===== src/rtl/gs_rref_unload.sv =====
// gs_rref_unload: reads k reduced rows of l bits from the shared row memory
// in address order, streams them on a valid/ready port and counts the
// non-zero rows as the rank. Reads are credit-limited so backpressure never
// drops data. Optional RREF shape checker is built when RREF_CHECK_EN is
// defined; otherwise rref_err is tied low.
module gs_rref_unload #(
    parameter int unsigned k          = 4,
    parameter int unsigned l          = 4,
    parameter int unsigned READ_DELAY = 2,
    parameter int unsigned FIFO_DEPTH = 4
) (
    input  logic                      clk,
    input  logic                      rst,
    input  logic                      start,
    output logic                      busy,
    output logic                      done,
    output logic [$clog2(k)-1:0]      mem_addr,
    output logic                      mem_rw,
    input  logic [l-1:0]              mem_din,
    output logic [l-1:0]              out_data,
    output logic                      out_valid,
    input  logic                      out_ready,
    output logic                      out_last,
    output logic [$clog2(k+1)-1:0]    rank,
    output logic                      rref_err
);

    localparam int unsigned AW = $clog2(k);
    localparam int unsigned CW = $clog2(k + 1);
    localparam int unsigned PW = $clog2(FIFO_DEPTH);
    localparam int unsigned NW = $clog2(FIFO_DEPTH) + 2;

    typedef enum logic [1:0] {IDLE, ISSUE, DRAIN, FINISH} state_t;

    state_t                state, next_state;
    logic [READ_DELAY-1:0] inflight_sr;
    logic [CW-1:0]         issue_cnt, ret_cnt;
    logic [l-1:0]          fifo_data [FIFO_DEPTH];
    logic                  fifo_last [FIFO_DEPTH];
    logic [PW-1:0]         wr_ptr, rd_ptr;
    logic [NW-1:0]         fifo_count, inflight, occupancy;
    logic                  issue, capture, pop, head_last, accept_start;

    assign capture      = inflight_sr[READ_DELAY-1];
    assign out_valid    = (fifo_count != '0);
    assign pop          = out_valid & out_ready;
    assign head_last    = fifo_last[rd_ptr];
    assign out_data     = out_valid ? fifo_data[rd_ptr] : '0;
    assign out_last     = out_valid & head_last;
    assign busy         = (state == ISSUE) || (state == DRAIN);
    assign done         = (state == FINISH);
    assign mem_rw       = 1'b0;
    assign accept_start = start && (state == IDLE);

    // Credit accounting: buffered rows plus reads still in flight. A row
    // popped this cycle is still counted, so its credit frees next cycle.
    always_comb begin
        inflight = '0;
        for (int unsigned i = 0; i < READ_DELAY; i++)
            inflight = inflight + NW'(inflight_sr[i]);
        occupancy = fifo_count + inflight;
    end

    // State register.
    always_ff @(posedge clk or posedge rst) begin
        if (rst) state <= IDLE;
        else     state <= next_state;
    end

    // Next-state and read-issue decision. Completion keys on popping the
    // row tagged last, which implies all rows returned and the FIFO drains.
    always_comb begin
        next_state = state;
        issue      = 1'b0;
        case (state)
            IDLE:   if (start) next_state = ISSUE;
            ISSUE: begin
                if (occupancy < NW'(FIFO_DEPTH)) begin
                    issue = 1'b1;
                    if (issue_cnt == CW'(k - 1)) next_state = DRAIN;
                end
            end
            DRAIN:  if (pop && head_last) next_state = FINISH;
            FINISH: next_state = IDLE;
            default: next_state = IDLE;
        endcase
    end

    // Address/counter/FIFO pointer datapath and rank accumulation.
    always_ff @(posedge clk or posedge rst) begin
        if (rst) begin
            inflight_sr <= '0;
            issue_cnt   <= '0;
            ret_cnt     <= '0;
            mem_addr    <= '0;
            rank        <= '0;
            wr_ptr      <= '0;
            rd_ptr      <= '0;
            fifo_count  <= '0;
        end else begin
            inflight_sr <= (inflight_sr << 1) | READ_DELAY'(issue);
            if (accept_start) begin
                issue_cnt <= '0;
                ret_cnt   <= '0;
                rank      <= '0;
            end
            if (issue) begin
                mem_addr  <= issue_cnt[AW-1:0];
                issue_cnt <= issue_cnt + 1'b1;
            end
            if (state == FINISH) mem_addr <= '0;
            if (capture) begin
                ret_cnt <= ret_cnt + 1'b1;
                wr_ptr  <= wr_ptr + 1'b1;
                if (mem_din != '0) rank <= rank + 1'b1;
            end
            if (pop) rd_ptr <= rd_ptr + 1'b1;
            case ({capture, pop})
                2'b10:   fifo_count <= fifo_count + 1'b1;
                2'b01:   fifo_count <= fifo_count - 1'b1;
                default: fifo_count <= fifo_count;
            endcase
        end
    end

    // FIFO storage; row k-1 carries the last tag.
    always_ff @(posedge clk) begin
        if (capture) begin
            fifo_data[wr_ptr] <= mem_din;
            fifo_last[wr_ptr] <= (ret_cnt == CW'(k - 1));
        end
    end

`ifdef RREF_CHECK_EN
    localparam int unsigned LW = (l > 1) ? $clog2(l) : 1;

    logic [LW-1:0] lead, prev_lead;
    logic          seen_nz, seen_zero, violation;

    // Leading-one column of the captured row (MSB is column 0) and the
    // echelon-shape violation test against the previous rows.
    always_comb begin
        lead = '0;
        for (int unsigned i = 0; i < l; i++)
            if (mem_din[i]) lead = LW'(l - 1 - i);
        violation = (mem_din != '0) &&
                    (seen_zero || (seen_nz && (lead <= prev_lead)));
    end

    // Sticky error flag and checker history, cleared by an accepted start.
    always_ff @(posedge clk or posedge rst) begin
        if (rst) begin
            rref_err  <= 1'b0;
            prev_lead <= '0;
            seen_nz   <= 1'b0;
            seen_zero <= 1'b0;
        end else if (accept_start) begin
            rref_err  <= 1'b0;
            prev_lead <= '0;
            seen_nz   <= 1'b0;
            seen_zero <= 1'b0;
        end else if (capture) begin
            if (violation) rref_err <= 1'b1;
            if (mem_din != '0) begin
                seen_nz   <= 1'b1;
                prev_lead <= lead;
            end else begin
                seen_zero <= 1'b1;
            end
        end
    end
`else
    assign rref_err = 1'b0;
`endif

endmodule


===== config.mk =====
export PLATFORM = sky130hd
export DESIGN_NAME = gs_rref_unload
export DESIGN_NICKNAME = d
export VERILOG_FILES = /design/src/rtl/gs_rref_unload.sv
export SDC_FILE = /design/constraint.sdc
export NUM_CORES = 1
export LEC_CHECK = 0
export BUFFER_PORTS_ARGS = -buffer_cell sky130_fd_sc_hd__buf_2
export CAP_MARGIN = 20
export CORE_UTILIZATION = 45
export CTS_CLUSTER_SIZE = 8
export DETAILED_ROUTE_END_ITERATION = 8
export HOLD_SLACK_MARGIN = 0.06
export PLACE_DENSITY = 0.72
export REMOVE_ABC_BUFFERS = 1
export SLEW_MARGIN = 20
export SYNTH_ARGS = -nofsm -noshare
export SYNTH_HDL_FRONTEND = slang
export SYNTH_SLANG_ARGS = --single-unit

===== constraint.sdc =====
create_clock -name clk -period 3.5 [get_ports clk]
set_input_delay 0 -clock clk [delete_from_list [all_inputs] [get_ports clk]]
set_output_delay 0 -clock clk [all_outputs]
set_load 0.005 [all_outputs]

-- Yosys cells after proc, flatten, opt, wreduce, memory -nomap -nowiden
Memory sizes are Yosys's and may differ from the RTL's.
Index checks and enable logic that the tools add are counted.
- $mul: 0
- muxes and demuxes: 19
- bitwise logic cells: 3
- order comparisons: 1
- div/mod/pow operators: 0
- add/sub/neg operators: 9
- reduce and logical (&&, ||, !) cells: 11
- equality and inequality tests: 11
- shift operators: 0
- operators with widths (kind ; number):
    $mux 3 ; 6
    $mux 2 ; 6
    $add 3x1->3 const B ; 3
    $pmux 2 s4 ; 1
    $pmux 4 s2 ; 1
    $reduce_bool 2->1 ; 4
    $reduce_bool 4->1 ; 2
    $eq 2x2->1 const B ; 3
    $eq 3x2->1 const B ; 2
    $ne 2x1->1 const B ; 3
    $add 2x1->2 const B ; 2
    $add 4x1->4 const B ; 1
    $add 4x2->4 ; 1
    $eq 2x1->1 const B ; 2
    $lt 4x3->1 const B ; 1
    $mux 1 ; 4
    $mux 4 ; 1
    $reduce_and 4->1 ; 1
    $sub 4x1->4 const B ; 1
    $add 1x1->2 ; 1
    $and 1x1->1 ; 2
    $logic_and 1x1->1 ; 2
    $logic_not 2->1 ; 1
    $ne 2x2->1 const B ; 1
    other kinds (2) ; 2
- bits in read-only memories: 0
- latch bits: 0
- bits in writable memories: 20
- bits of input ports: 8
- output and inout bits: 15
- memories kept: 2
- word-level logic and storage cells: 65
- register bits after elaboration: 23
- memory list (memory ; words ; bits a word ; rd ports ; clocked after memory_dff ; wr ports ; RTL line ; RTL):
    fifo_data ; 4 ; 4 ; 1 ; 0 ; 1 ; 38 ; logic [l-1:0] fifo_data [FIFO_DEPTH];
    fifo_last ; 4 ; 1 ; 1 ; 0 ; 1 ; 39 ; logic fifo_last [FIFO_DEPTH];

-- Logic depth before layout (Yosys ltp)
- depth after elaboration: 7
- gate-level depth with buffers: 10
- depth with buffers taken out: 9

-- Least setup slack after synthesis
Ideal clock, no wire load.
- path type: reg2reg
- start point: register fifo_count[2]
- end point: register fifo_count[2]
- setup time: 0.128 ns
- data arrival time: 2.050 ns
- data required time: 3.372 ns
- cell stages (with the launch flop): 10
- path buffers: 0
- path slack: 1.322 ns
- period minus slack after synthesis: 2.178 ns
- cells stage by stage: dfrtp_1 -> nor4_2 -> nor2b_2 -> ha_1 -> xor2_1 -> ha_1 -> a21oi_1 -> xor2_1 -> nor2_1 -> xor2_1
- cells in the longest elaborated chain, start to end: 4
- elaborated cells on any way between the ends: 8
- those cells by class: add/sub: 2; eq/ne: 2; mux: 1; bitwise: 1; reduce/logical: 2
- ends and longest elaborated chain (item ; RTL line ; RTL):
    start, declared ; 41 ; logic [NW-1:0] fifo_count, inflight, occupancy;
    start signal, assigned ; 119 ; 2'b10: fifo_count <= fifo_count + 1'b1;
    start signal, assigned ; 120 ; 2'b01: fifo_count <= fifo_count - 1'b1;
    start signal, assigned ; 121 ; default: fifo_count <= fifo_count;
    $reduce_bool 4->1 * ; 45 ; assign out_valid = (fifo_count != '0);
    $and 1x1->1 * ; 46 ; assign pop = out_valid & out_ready;
    named net pop ; 42 ; logic issue, capture, pop, head_last, accept_start;
    $eq 2x1->1 or $eq 2x2->1 (tied branches) ; 118 ; case ({capture, pop})
    $pmux 4 s2 or $reduce_bool 2->1 (tied branches) ; n/a ;
Mark *: on every way through the listed nets, which the timed path passes. The rest lies on a longest branch.
A chain may end at the register's enable or synchronous reset.

-- Final worst setup path
- start point: register fifo_count[3]
- end point: register fifo_count[2]
The elaborated chain is that of the path after synthesis.

==> key figures <==
Placed design
  – PortBufs: 20
  – Place WS: 0.941 ns
  – Post-DP HPWL: between 2 and 3 mm
  – Routability cong.: 0.900

Synthesis
  – Count of cell types in the netlist: 35
  – Post-synthesis sequential area ratio: between 50 and 60%
  – Mapped cell area: between 2000 and 2500 sq um
  – Main combinational cell family by area after synthesis: adder cells
  – Post-synth top flop: dfrtp_1
  – Top cells by area, synth: edfxtp_1, dfrtp_1, ha_1, mux4_2, o21ai_0
  – Synth Area in Simple Gates: 9.55%
  – Share of the synthesized area in the top cell type: 29.0%
  – Post-synthesis compound-gate area fraction: 7.19%
  – Synth cell count leaders: dfrtp_1, edfxtp_1, ha_1, inv_1, o21ai_0
  – Number of synthesized flops with an enable pin: 20
  – Largest area contributor in the netlist: edfxtp_1
  – Post-synthesis instance total: around 150
  – Xor/xnor share of the synthesized area: 3.81%
  – Most frequent cell after synthesis: dfrtp_1
  – Register bit total from synthesis: 43
  – Syn Area/Cell: 13.4 sq um
  – Ys async rst share: 53.5%
  – Yosys warning total: 0
  – Post-synthesis mux area share: about 7.7%
  – Post-Synth Adder-Cell Area: about 11%

Setup path
  – Worst R2R Start: fifo_count[3]
  – Type of origin of the critical path: flip-flop
  – R2r endpoint: fifo_count[2]
  – CP Data Arrival Time: roughly 2.7 ns
  – R2R setup slack: approximately 0.92 ns
  – Crit path required time: 3.66 ns
  – R2R cell count: 9
  – Critical Setup Path Class: reg2reg
  – Critical path endpoint category: flip-flop
  – Crit Path Max Fanout: 7

Timing
  – Max Slew Vio Count: 0
  – Tmin final: ~2.6 ns
  – Slew HR: 37.1%
  – Period utilization: between 70% and 80%
  – Worst-Margin Slew: slightly above 0.9 ns
  – RSZ-0062 raised after global routing: false
  – Setup-failing EPs final: 0
  – Clock Skew: 0.00379 ns
  – Setup_tns: 0 ns
  – Final hold vios: 0
  – F_max: 387 MHz
  – Final WS setup: 0.919 ns

Clock network
  – Root cell of the clock tree: clkbuf_8
  – CTS tree: done
  – Post-CTS Hold Buffers: 5
  – Post-cts sizing count: 0
  – H-tree levels: 2
  – Clk slew on worst S/H paths: 0.07 ns
  – Clock Tree Buf Depth: 2
  – CTS buffer count: 5
  – Worst skew pair latency: between 0.2 and 0.3 ns
  – Post-CTS setup buffers: 0
  – Sink Count: 43

Global route
  – Via count of the first global-routing pass: 1271
  – Total gr overflow: 0
  – Initial antenna violation count: 0
  – GRT Total Usage: between 10% and 20%
  – Largest net degree at the start of global routing: 24
  – First-pass GRT wire length: 6.23 mm

Drt
  – Drt initial violations: 71
  – Via count: 1237
  – Vias/cell: approximately 5.3
  – Final wirelength: 3.64 mm
  – Final routed DRC violation total: 0
  – WL/cell: 15.6 microns
  – Routed Antenna Nets: 0
  – Pre-antenna DRT Iters: 5

Power
  – Worst vdd rail ir drop: 0.338 mV
  – Pwr dens: 778 nW/um^2
  – Leak: 1.03 nW

Outcome
  – Outcome: completed

Min path
  – Hold path startpoint: start
  – Hold Path Depth: 4
  – Worst Hold Path EP: state[0]
  – Hold Path Class: in2reg

Finish
  – Layout cells sized above 1: ~21%
  – Final #Nets: slightly above 200
  – Synth-to-Final Area Change: 12.7%
  – Ant diodes: 0

Run
  – Max-cap violation count: 0

Floorplanning
  – Die Y: 69.8 microns
  – DIE WIDTH: 69.8 microns
  – Core area: 4380 sq um
  – I/O pin cnt: 23
  – Row count: 24
  – Die area: 4880 sq um
  – Initial Utilization: 47.2%
[how the worst max path moves through the flow]
stage	slack, ns	end	start	cells after the start
floorplan	1.32	fifo_count[2]	fifo_count[2]	9
global placement	1.11	fifo_count[2]	fifo_count[2]	9
detailed placement	0.94	fifo_count[2]	fifo_count[2]	9
CTS	0.91	fifo_count[2]	fifo_count[3]	9
global route	0.72	fifo_count[2]	fifo_count[3]	9
finish	0.92	fifo_count[2]	fifo_count[3]	9
[kinds of logic (layout without fill, tap and decap cells)]
group,after synthesis,after routing
AO/OA/AOI/OAI,22,22
XOR/XNOR,9,9
adder cells (fa/ha/maj),18,18
buffers and inverters,18,45
flip-flops,43,43
multiplexers,9,9
other,1,2
AND/OR/NAND/NOR,34,34
[placed cells by master (no fill, tap or decap), drive strengths merged]
cell,synthesis,final
mux2i,2,2
dfrtp,23,23
o22a,1,1
a21oi,3,3
a21o,1,1
nor4bb,1,1
and2,4,4
dlygate4sd3,0,5
buf,4,20
edfxtp,20,20
mux4,5,5
a211oi,1,1
xor2,6,6
o21ai,13,13
conb,1,2
ha,18,18
and4,1,1
a221oi,1,1
xnor2,3,3
o41ai,1,1
nor2b,3,3
inv,12,12
a2bb2oi,1,1
mux2,2,2
nor4,1,1
nand4b,1,1
nor2,5,5
clkbuf,2,7
nand2,6,6
and2b,4,4
clkinv,0,1
nand3,8,8
[sequential cells by signal, summed over array words and instances, names as in the netlist]
register,flops
rd_ptr,2
wr_ptr,2
fifo_count,4
fifo_last,4
inflight_sr,2
fifo_data,16
ret_cnt,3
rank,3
state,2
issue_cnt,3
mem_addr,2
[stage by stage]
| step | hold slack, ns | std cells | instance area (sq um) | utilization [%] | power, mW |
|---|---|---|---|---|---|
| final | 0.109 | 234 | 2330 | 53.3 | 1.82 |
| after global routing | 0.102 | 234 | 2330 | 53.3 | 1.97 |
| after CTS | 0.0929 | 234 | 2330 | 53.3 | 1.84 |
| after detailed placement | 0.226 | 221 | 2200 | 50.3 | 1.53 |
| after global placement | 0.204 | 221 | 2200 | 50.3 | 1.46 |
| after floorplan | 0.00192 | 149 | 2040 | - | 1.30 |
[metal layers]
metal | track usage (%) | vias up | share of wire, %
li1 | - | 592 | -
met1 | 20.8 | 604 | 46
met2 | 27.4 | 34 | 49
met3 | 4.51 | 7 | 3.9
met4 | 7.11 | 0 | 1.5
met5 | 0 | - | 0
[report_power, final]
part / internal, mW / total (mW) / leakage [nW] / switching (mW)
registers: 0.666 / 0.833 / 0.475 / 0.167
clock network: 0.140 / 0.296 / 0.0422 / 0.156
logic: 0.359 / 0.687 / 0.515 / 0.328
[cell type report]
cell class / instances / area [sq um]
Sequential cell: 43 / 1180
Timing Repair Buffer: 25 / 150
Tap cell: 52 / 65.1
Inverter: 12 / 45.0
Clock buffer: 7 / 76.3
Fill cell: 365 / 2050
Clock inverter: 1 / 5.00
Multi-Input combinational cell: 94 / 817
[critical path: stages, from the launching register on]
cell     delay [ns]
dfrtp_1        0.45
nor4_2         0.64
nor2b_2        0.17
ha_1           0.29
xor2_1         0.18
ha_1           0.20
a21oi_1        0.14
xor2_1         0.17
nor2_1         0.07
xor2_1         0.15
Note: power is estimated with default switching activity, not from simulation.
